===== src/rtl/command_deserializer_pkg.sv =====
// Shared constants and helpers for the GX FIFO to Command Processor byte deserializer.
package command_deserializer_pkg;

    localparam int WORD_BYTES = 4;   // bytes per GX FIFO word
    localparam int BUF_BYTES  = 8;   // depth of the internal byte queue
    localparam int CNT_W      = 4;   // holds 0..BUF_BYTES

    // Requests above one word are treated as a full-word request.
    function automatic logic [2:0] clamp_req(input logic [2:0] bytes);
        return (bytes > 3'd4) ? 3'd4 : bytes;
    endfunction

endpackage


===== src/rtl/command_deserializer_if.sv =====
// Bundle of the GX FIFO read port and the CP byte-stream port.
// master: the deserializer side; slave: the FIFO/CP environment side.
interface command_deserializer_if;
    import command_deserializer_pkg::*;

    logic                      GXFIFORead;
    logic                      GXFIFOValid;
    logic [WORD_BYTES*8-1:0]   GXFIFOData;
    logic                      CPRead;
    logic                      CPValid;
    logic [2:0]                CPBytes;
    logic [WORD_BYTES*8-1:0]   CPData;

    modport master (
        output GXFIFORead, CPValid, CPData,
        input  GXFIFOValid, GXFIFOData, CPRead, CPBytes
    );

    modport slave (
        input  GXFIFORead, CPValid, CPData,
        output GXFIFOValid, GXFIFOData, CPRead, CPBytes
    );

endinterface


===== src/rtl/command_deserializer.sv =====
// Byte-granular deserializer: buffers up to two 32-bit GX FIFO words and lets the
// Command Processor consume 1..4 bytes per cycle, oldest byte first.
module command_deserializer
    import command_deserializer_pkg::*;
(
    input  logic                   clk,
    input  logic                   resetn,
    command_deserializer_if.master bus
);

    localparam logic [BUF_BYTES*8-1:0] ALL_ONES = '1;

    logic [BUF_BYTES*8-1:0]  buf_q;      // byte queue, oldest byte in the top lane
    logic [BUF_BYTES*8-1:0]  buf_next;
    logic [CNT_W-1:0]        cnt_q;      // number of valid bytes in buf_q
    logic [CNT_W-1:0]        cnt_next;
    logic                    rd_q;       // registered GXFIFORead

    logic [2:0]              k_req;
    logic [2:0]              k;
    logic                    acc;
    logic                    cp_valid;
    logic [WORD_BYTES*8-1:0] cp_data;
    logic [CNT_W-1:0]        kept;
    logic [BUF_BYTES*8-1:0]  shifted;
    logic [BUF_BYTES*8-1:0]  keep_mask;
    logic [BUF_BYTES*8-1:0]  ins;

    // Request decode and the CP-facing view of the head of the queue.
    always_comb begin
        k_req    = clamp_req(bus.CPBytes);
        cp_valid = (k_req != 3'd0) && (cnt_q >= {1'b0, k_req});
        k        = (bus.CPRead && cp_valid) ? k_req : 3'd0;
        acc      = rd_q && bus.GXFIFOValid;
        cp_data  = '0;
        for (int i = 0; i < WORD_BYTES; i++) begin
            if (CNT_W'(i) < cnt_q)
                cp_data[WORD_BYTES*8-1-8*i -: 8] = buf_q[BUF_BYTES*8-1-8*i -: 8];
        end
    end

    // Shift out consumed bytes, then append an accepted word behind the survivors.
    // rd_q only asserts when at most four bytes remain, so the word always fits.
    always_comb begin
        kept      = cnt_q - CNT_W'(k);
        shifted   = buf_q << {k, 3'b000};
        keep_mask = ~(ALL_ONES >> {kept, 3'b000});
        ins       = '0;
        if (acc)
            ins = {bus.GXFIFOData, {(BUF_BYTES - WORD_BYTES)*8{1'b0}}} >> {kept, 3'b000};
        buf_next  = (shifted & keep_mask) | ins;
        cnt_next  = kept + (acc ? CNT_W'(WORD_BYTES) : CNT_W'(0));
    end

    // Queue, fill level and FIFO read-enable registers.
    always_ff @(posedge clk or negedge resetn) begin
        if (!resetn) begin
            buf_q <= '0;
            cnt_q <= '0;
            rd_q  <= 1'b0;
        end else begin
            buf_q <= buf_next;
            cnt_q <= cnt_next;
            rd_q  <= (cnt_next <= CNT_W'(WORD_BYTES));
        end
    end

    assign bus.GXFIFORead = rd_q;
    assign bus.CPValid    = cp_valid;
    assign bus.CPData     = cp_data;

endmodule


===== src/flat_wrapper.sv =====
// flat-port wrapper written by rule: the top's interface ports become plain ports
module command_deserializer_flat import command_deserializer_pkg::*;
  (clk, resetn, bus_GXFIFORead, bus_CPValid, bus_CPData, bus_GXFIFOValid, bus_GXFIFOData, bus_CPRead, bus_CPBytes);
  command_deserializer_if bus_i ();
  input  logic clk;
  input  logic resetn;
  output wire logic [$bits(bus_i.GXFIFORead)-1:0] bus_GXFIFORead;
  output wire logic [$bits(bus_i.CPValid)-1:0] bus_CPValid;
  output wire logic [$bits(bus_i.CPData)-1:0] bus_CPData;
  input wire logic [$bits(bus_i.GXFIFOValid)-1:0] bus_GXFIFOValid;
  input wire logic [$bits(bus_i.GXFIFOData)-1:0] bus_GXFIFOData;
  input wire logic [$bits(bus_i.CPRead)-1:0] bus_CPRead;
  input wire logic [$bits(bus_i.CPBytes)-1:0] bus_CPBytes;
  assign bus_GXFIFORead = bus_i.GXFIFORead;
  assign bus_CPValid = bus_i.CPValid;
  assign bus_CPData = bus_i.CPData;
  assign bus_i.GXFIFOValid = bus_GXFIFOValid;
  assign bus_i.GXFIFOData = bus_GXFIFOData;
  assign bus_i.CPRead = bus_CPRead;
  assign bus_i.CPBytes = bus_CPBytes;
  command_deserializer u_core (.clk(clk), .resetn(resetn), .bus(bus_i));
endmodule

===== config.mk =====
export PLATFORM = sky130hd
export DESIGN_NAME = command_deserializer_flat
export DESIGN_NICKNAME = d
export VERILOG_FILES = /design/src/rtl/command_deserializer_pkg.sv /design/src/rtl/command_deserializer_if.sv /design/src/rtl/command_deserializer.sv /design/src/flat_wrapper.sv
export SDC_FILE = /design/constraint.sdc
export NUM_CORES = 1
export LEC_CHECK = 0
export BUFFER_PORTS_ARGS = -buffer_cell sky130_fd_sc_hd__buf_4
export CAP_MARGIN = 20
export CORE_ASPECT_RATIO = 0.7
export CORE_MARGIN = 2
export CORE_UTILIZATION = 53
export CTS_BUF_LIST = sky130_fd_sc_hd__clkbuf_4 sky130_fd_sc_hd__clkbuf_8
export CTS_CLUSTER_SIZE = 20
export DETAILED_ROUTE_END_ITERATION = 10
export HOLD_SLACK_MARGIN = 0.08
export PLACE_DENSITY_LB_ADDON = 0.3
export SLEW_MARGIN = 0
export SYNTH_ARGS = -nofsm -noshare
export SYNTH_HDL_FRONTEND = slang
export SYNTH_SLANG_ARGS = --single-unit

===== constraint.sdc =====
create_clock -name clk -period 4.8 [get_ports clk]
set_input_delay 0.96 -clock clk [delete_from_list [all_inputs] [get_ports clk]]
set_output_delay 0.96 -clock clk [all_outputs]
set_load 0.02 [all_outputs]

Yosys cells after proc, flatten, opt, wreduce, memory -nomap -nowiden
Cells that the tools add are included.

$add $sub $neg: 2. $lt $le $gt $ge: 7. Shifts and indexed selects: 3. Muxes and demuxes: 8. Bitwise gates (word level): 3. Reductions and logical operators: 4.

Operators with widths (number): $and 64x64->64 (1); $mux 64 (1); $not 64->64 (1); $or 64x64->64 (1); $shl 64x6->64 (1); $shr 64x7->64 (1); $shr 64x7->64 const A (1); $mux 8 (4); $mux 3 (3); $lt 1x4->1 const A (2); $lt 2x4->1 const A (2); $add 4x4->4 (1); $ge 4x3->1 (1); $le 4x3->1 const B (1); $sub 4x3->4 (1); $gt 3x3->1 const B (1); $logic_and 1x1->1 (3); $reduce_bool 3->1 (1).

Flip-flop bits (word level): 69. Input port bits: 39. Output and inout bits: 34. Logic and storage cells: 30.

Logic depth before layout (Yosys ltp)
Gate-level depths: netlist (run 1).

Depth after elaboration: 11. Gate-level depth with buffers: 22.

Worst setup path after synthesis (run 1)
No wires, ideal clock.

Path type: input to register. Start point: input port bus_CPBytes[2]. End point: register u_core.buf_q[54]. Setup time: 0.076 ns. Arrival: 4.405 ns. Required time: 4.724 ns. Path slack: 0.319 ns. Stages: 20. Path buffers: 9. Cells stage by stage: buf_6 > nor2b_4 > buf_6 > buf_2 > buf_2 > ha_1 > nor2b_1 > o21ai_4 > buf_6 > and2_4 > buf_6 > buf_2 > fa_1 > xnor2_1 > or3_1 > buf_2 > nor2_4 > buf_2 > nand3_1 > o21ai_1.

Word-level cells in the longest chain between the ends: 11. Elaborated cells on any way between the ends: 15. Those cells by class: add/sub: 1; order compare: 2; shift: 3; mux: 3; bitwise: 3; reduce/logical: 3.

RTL lines: start, declared (RTL line flat_wrapper.sv:13) `input wire logic [$bits(bus_i.CPBytes)-1:0] bus_CPBytes;`; $gt 3x3->1 (RTL line command_deserializer_pkg.sv:10) `return (bytes > 3'd4) ? 3'd4 : bytes;`; $mux 3 * (RTL line command_deserializer_pkg.sv:10); $ge 4x3->1 / $reduce_bool 3->1 (equally long branches) (RTL line command_deserializer.sv:32) `cp_valid = (k_req != 3'd0) && (cnt_q >= {1'b0, k_req});`; $logic_and 1x1->1 (RTL line command_deserializer.sv:32); $logic_and 1x1->1 (RTL line command_deserializer.sv:33) `k = (bus.CPRead && cp_valid) ? k_req : 3'd0;`; $mux 3 * (RTL line command_deserializer.sv:33); $sub 4x3->4 (RTL line command_deserializer.sv:45) `kept = cnt_q - CNT_W'(k);`; $shr 64x7->64 (RTL line command_deserializer.sv:47) `keep_mask = ~(ALL_ONES >> {kept, 3'b000});`; $not 64->64 (RTL line command_deserializer.sv:47); $and 64x64->64 (RTL line command_deserializer.sv:51) `buf_next = (shifted & keep_mask) | ins;`; $or 64x64->64 * (RTL line command_deserializer.sv:51); via u_core.buf_next[54] (RTL line command_deserializer.sv:14) `logic [BUF_BYTES*8-1:0] buf_next;`; end signal, assigned (RTL line command_deserializer.sv:62) `buf_q <= buf_next;`; end, declared (RTL line command_deserializer.sv:13) `logic [BUF_BYTES*8-1:0] buf_q;`.

The timed path passes the listed nets; every way through them passes the cells marked *.

Worst setup path after layout (run 1)
Start point: input port bus_CPBytes[2]. End point: register u_core.buf_q[48].

The elaborated chain is that of the path after synthesis.

==> results of run 1 <==
logic make-up (layout without fill, tap and decap cells):
logic type / after synthesis / in the layout
simple gates: 224 / 224
compound gates: 225 / 225
fa+ha+maj: 8 / 8
mux: 45 / 45
buf+inv: 69 / 125
flops: 69 / 69
xor+xnor: 6 / 6
sequential cells by signal, indices dropped and copies added (netlist names):
name and count:
u_core.bus.GXFIFORead 1, u_core.cnt_q 4, u_core.buf_q 64
path summary, 6_finish.rpt:
| path | from | to | slack, ns |
|---|---|---|---|
| setup / recovery | bus_CPBytes[2] | u_core.buf_q[48] | 0.55 |
| hold / removal | u_core.buf_q[5] | u_core.buf_q[5] | 0.57 |
| setup reg to reg | u_core.cnt_q[2] | u_core.buf_q[48] | 0.89 |
| hold reg to reg | u_core.buf_q[5] | u_core.buf_q[5] | 0.57 |
| max in group asynchronous | resetn | u_core.buf_q[51] | 3.49 |
| min in group asynchronous | resetn | u_core.buf_q[47] | 0.73 |
report_power, final:
group | internal, mW | switching [mW] | total (mW)
Clock | 0.195 | 0.230 | 0.425
Combinational | 1.25 | 2.01 | 3.26
Sequential | 0.833 | 0.262 | 1.09
Total | 2.28 | 2.50 | 4.78
cell type report:
class	count	share of cell area, %
clock buffer	10	2.25
clock inverter	5	0.450
inverter	18	1.16
multi-input combinational	508	53.8
sequential	69	28.2
tap	128	2.62
timing repair buffer	92	11.5
routing by layer:
| layer | vias up | track usage (%) | share of wire (%) |
|---|---|---|---|
| li1 | 2488 | - | - |
| met1 | 2585 | 50.4 | 41 |
| met2 | 496 | 43.6 | 37 |
| met3 | 55 | 17.8 | 19 |
| met4 | 0 | 8.89 | 1.9 |
| met5 | - | 0 | 0 |
critical path: cells and delay by family:
family,cells,cell delay [ns]
AOI/OAI and AO/OA,2,0.50
adders and majority gates,2,0.57
buffers and inverters,3,0.38
and+or+nand+nor,8,2.09
cell usage after synthesis (7+ instances only):
master and n:
a211oi_1 9, a21oi_1 60, a221oi_1 10, a22o_1 8, a22oi_1 8, a31o_2 8, and3_1 16, buf_2 17
buf_6 7, clkbuf_1 19, dfrtp_1 69, ha_1 7, inv_1 16, mux2_2 21, mux2i_1 24, nand2_1 80
nand3_1 29, nor2_1 19, nor2b_1 34, nor3_1 23, o21ai_0 34, o22ai_1 34, o2bb2ai_1 15
metrics by stage:
step	cell area (um^2)	hold WS, ns	setup slack (ns)	std cells	utilization [%]
finish	6120	0.566	0.553	830	62.5
global route	6120	0.587	0.413	830	62.5
CTS	6120	0.561	0.657	830	62.5
detailed placement	5960	0.544	0.293	815	60.8
global placement	5950	0.516	0.429	814	60.7
floorplan	5390	0.504	0.319	646	-
==> metrics.yaml, run 1 <==
setup_path:
  cp_cell_sequence: "buf_4 > inv_1 > nand2_1 > ha_1 > nand2_1 > o21ai_4 > and2_4 > clkinv_2 > ha_1 > nand3b_1 > and3b_1 > or3_1 > nor2_4 > nand3_1 > o21ai_0"
  worstPathRequired_ns: 5.07
  startpoint_type: "input port"
  cp_slowest_cell: "or3_1"
  path_class: "in -> reg"
  critPathMaxFanout: 30
  cp_data_arrival_time_ns: 4.52
  critPathCaptureType: "flip-flop"
  cp_slowest_stage_delay_ns: 0.56
  r2r_cells: 12
clocking:
  cts_buffers: 9
  clock_path_buffers: 2
  cts_setup_buffers: 0
  cts.hold.buffers_added: 0
  cts-root-buf: "clkbuf_8"
  cts_tree: "yes"
  clk_latency_ns: 0.36
  ctsResizeCount: 0
  cts_max_level: 3
  path_clk_slew_ns: 0.07
  clock-sinks: 69
final_layout:
  syn_to_final_growth_pct: 13.5
  final_cell_mix: "buf_4, nand2_1, dfrtp_1"
  drive_gt1_share_pct: 22.2
  final_common_cell: "buf_4"
  diodes: 0
  fillerInstances: 859
  register_area_um2: 1730
  multi_input_area_um2: 3300
  nNetsFinal: 745
synth:
  synth_top_area_share_pct: 32.0
  yosys.area.top_type: "dfrtp_1"
  synth-seq-area-share_pct: 32.0
  ys_types: 59
  synth_ff_type: "dfrtp_1"
  syn-cell-area_um2: 5390
  postSynthAreaPerCell_um2: 8.35
  yosys.area_share.simple_pct: 21.3
  synth_edf_count: 0
  synthXorXnorAreaFrac_pct: 0.974
  async_flop_share_pct: 100
  synth_top_family_by_area: "compound AO/OA/AOI/OAI gates"
  yosysWarnings: 0
  synth_compound_area_share_pct: 28.0
  yosys.area_share.adder_pct: 2.00
  syn_nets: 693
  syn_inst: 646
  yosys-top-cells-area: "dfrtp_1, a21oi_1, nand2_1"
  synth.ff_latch_count: 69
  synthMuxAreaShare_pct: 8.84
detailed_routing:
  routedWlPerCell_um: 22.8
  vias: 5624
  ant_nets: 0
  drt_iter0_drc: 1069
  viasPerCell: 6.78
  dr.pass1.iters: 9
  drc: 0
  drt_wl_total_mm: 18.9
min_path:
  hold_class: "reg -> reg"
  whs_path_depth: 2
floorplanning:
  die_area_um2: 11000
  row_count: 30
  core_um2: 9800
  fp.dieH_um: 88.4
  start_util_pct: 55.0
  die_w_um: 125
  pin_count: 73
global_routing:
  grt_overflow: 0
  grt_pass1_wl_mm: 29.2
  grtUsageTotal_pct: 34.4
  antenna_found_initial: 1
  grt_max_degree: 70
  grt_pass1_vias: 5040
timing:
  fin_crit_ns: 4.25
  finalHoldViolations: 0
  fin_tns_setup_ns: 0
  finalCritPeriodShare_pct: 88.5
  relSlewSlack_pct: 39.6
  tightest_slew_ns: 0.906
  drv_slew: 0
  clock.fmax_mhz: 235
  report.final.setup_viol: 0
  skew_ns: 0.0104
  rsz0062_at_grt: "false"
power:
  p_leak_nw: 2.66
  post-layout-total-power_mw: 4.78
  peakVddDrop_mv: 0.351
  power_density_nw_per_um2: 780
place:
  gp_congestion: 0.964
  dp_hpwl_mm: 13.7
  portBuffers: 72
outcome:
  status: "finished, final reports clean"
job:
  max_cap_viol_count: 0
(Power assumes the default switching activity.)
==> run 2: changes to the inputs <==
- CORE_MARGIN: 2 -> 1.5
==> run 2 against run 1 <==
Against the previous run:
- first-iteration DRC count decreased by 8.3%
- combinational power decreased by 2%
- wire length decreased by 3.3%
- final cell count decreased by 0.12%
- critical path depth unchanged
- worst setup slack got worse by 0.058 ns
- clock power increased by 42%
- design area increased by 1.2%
- maximum frequency decreased by 1.3%
- die area decreased by 1.9%
- total power increased by 2.4%
- utilization increased by 0.77 points
- largest power group unchanged
==> metrics.yaml, run 2 (same netlist as run 1, synthesis figures left out) <==
final_layout:
  drive_gt1_share_pct: 22.1
  fillerInstances: 864
  diodes: 0
  register_area_um2: 1730
  final_common_cell: "buf_4"
  top_register: "u_core.buf_q"
  syn_to_final_growth_pct: 14.9
  largest_reg_flops: 64
  nNetsFinal: 743
  multi_input_area_um2: 3300
  final_cell_mix: "buf_4, nand2_1, dfrtp_1"
setup_path:
  startpoint_type: "input port"
  critPathCaptureType: "flip-flop"
  worstPathBufferInverterCount: 3
  cp_cell_sequence: "buf_4 > inv_1 > nand2_1 > ha_1 > nand2_1 > o21ai_4 > and2_4 > clkinv_2 > ha_1 > nand3b_1 > and3b_1 > or2_1 > nor3_4 > a21oi_1 > a22o_1"
  crit_family: "simple AND/OR/NAND/NOR gates"
  path_class: "in -> reg"
  worstPathRequired_ns: 5.04
  cp_slowest_cell: "nor3_4"
  cp_data_arrival_time_ns: 4.54
  critPathMaxFanout: 30
  cp_slowest_stage_delay_ns: 0.57
timing:
  report.final.setup_viol: 0
  fin_tns_setup_ns: 0
  drv_slew: 0
  timing.hold.ws_ns: 0.555
  relSlewSlack_pct: 40.6
  layout_setup_ws_ns: 0.495
  tightest_slew_ns: 0.891
  skew_ns: 0.0113
  clock.fmax_mhz: 232
  finalCritPeriodShare_pct: 89.7
  fin_crit_ns: 4.31
  finalHoldViolations: 0
  rsz0062_at_grt: "false"
place:
  portBuffers: 72
  dp_hpwl_mm: 13.2
  pre_cts_ws_ns: 0.238
  gp_congestion: 0.933
outcome:
  status: "finished, final reports clean"
clocking:
  cts-root-buf: "clkbuf_8"
  ctsResizeCount: 0
  cts_buffers: 9
  cts.hold.buffers_added: 0
  clk_latency_ns: 0.36
  path_clk_slew_ns: 0.07
  cts_tree: "yes"
  clock_path_buffers: 2
  clock-sinks: 69
  cts_max_level: 3
  cts_setup_buffers: 0
global_routing:
  grt_overflow: 0
  grt_pass1_wl_mm: 27.9
  antenna_found_initial: 0
  grtUsageTotal_pct: 34.8
  grt_max_degree: 70
  grt_pass1_vias: 4832
power:
  post-layout-total-power_mw: 4.89
  p_leak_nw: 2.69
  peakVddDrop_mv: 0.499
  power_density_nw_per_um2: 789
floorplanning:
  die_w_um: 124
  core_um2: 9800
  die_area_um2: 10800
  fp.dieH_um: 87.4
  row_count: 30
  start_util_pct: 55.0
  pin_count: 73
detailed_routing:
  vias: 5477
  ant_nets: 0
  drc: 0
  drt_iter0_drc: 980
  routedWlPerCell_um: 22.1
  drt_wl_total_mm: 18.3
  dr.pass1.iters: 6
  viasPerCell: 6.61
min_path:
  hold_class: "reg -> reg"
job:
  max_cap_viol_count: 0
## run 2: cell count changes in the layout (fill, tap and decap cells not counted), sizes merged
cell    delta
bufinv     +3
clkinv     -3
buf        -2
clkbuf     +1
## run 2: area by class of cell
cell class              count  area share (%)
clock buffers              11            2.44
clock inverters             5            1.72
inverters                  18            1.15
multi-input cells         508            53.2
flip-flops and latches     69            27.9
well taps                 128            2.58
repair buffers             90            11.1
## run 2: tightest hold or removal path, stage by stage, from the launching register on
cell     delay, ns
dfrtp_1       0.35
inv_1         0.07
o22ai_1       0.10
## run 2: path summary, 6_finish.rpt
kind / start / end / slack, ns / depth (start not counted)
setup / recovery: bus_CPBytes[2] / u_core.buf_q[59] / 0.49 / 15
hold / removal: u_core.buf_q[5] / u_core.buf_q[5] / 0.56 / 2
setup reg to reg: u_core.cnt_q[2] / u_core.buf_q[59] / 0.84 / 12
hold reg to reg: u_core.buf_q[5] / u_core.buf_q[5] / 0.56 / 2
max in group asynchronous: resetn / u_core.buf_q[28] / 3.49 / 1
min in group asynchronous: resetn / u_core.buf_q[55] / 0.71 / 1
## run 2: stage by stage
step / util (%) / cell area, um^2 / std cells
2_1_floorplan: - / 5390 / 646
3_3_place_gp: 60.6 / 5930 / 812
3_5_place_dp: 60.6 / 5940 / 813
4_1_cts: 63.3 / 6200 / 829
5_1_grt: 63.3 / 6200 / 829
6_report: 63.3 / 6200 / 829
## run 2: routing by layer
layer  wire, um  global-route usage [%]
met3       3030                    16.4
met1       8120                    53.4
met2       6840                    43.0
met4        249                    6.17
met5         56                    4.33
## run 2: power by group
| part | total, mW | switching [mW] | internal [mW] | leakage [nW] |
|---|---|---|---|---|
| clock network | 0.605 | 0.230 | 0.374 | 0.126 |
| registers | 1.09 | 0.256 | 0.832 | 0.895 |
| logic | 3.20 | 1.97 | 1.23 | 1.67 |
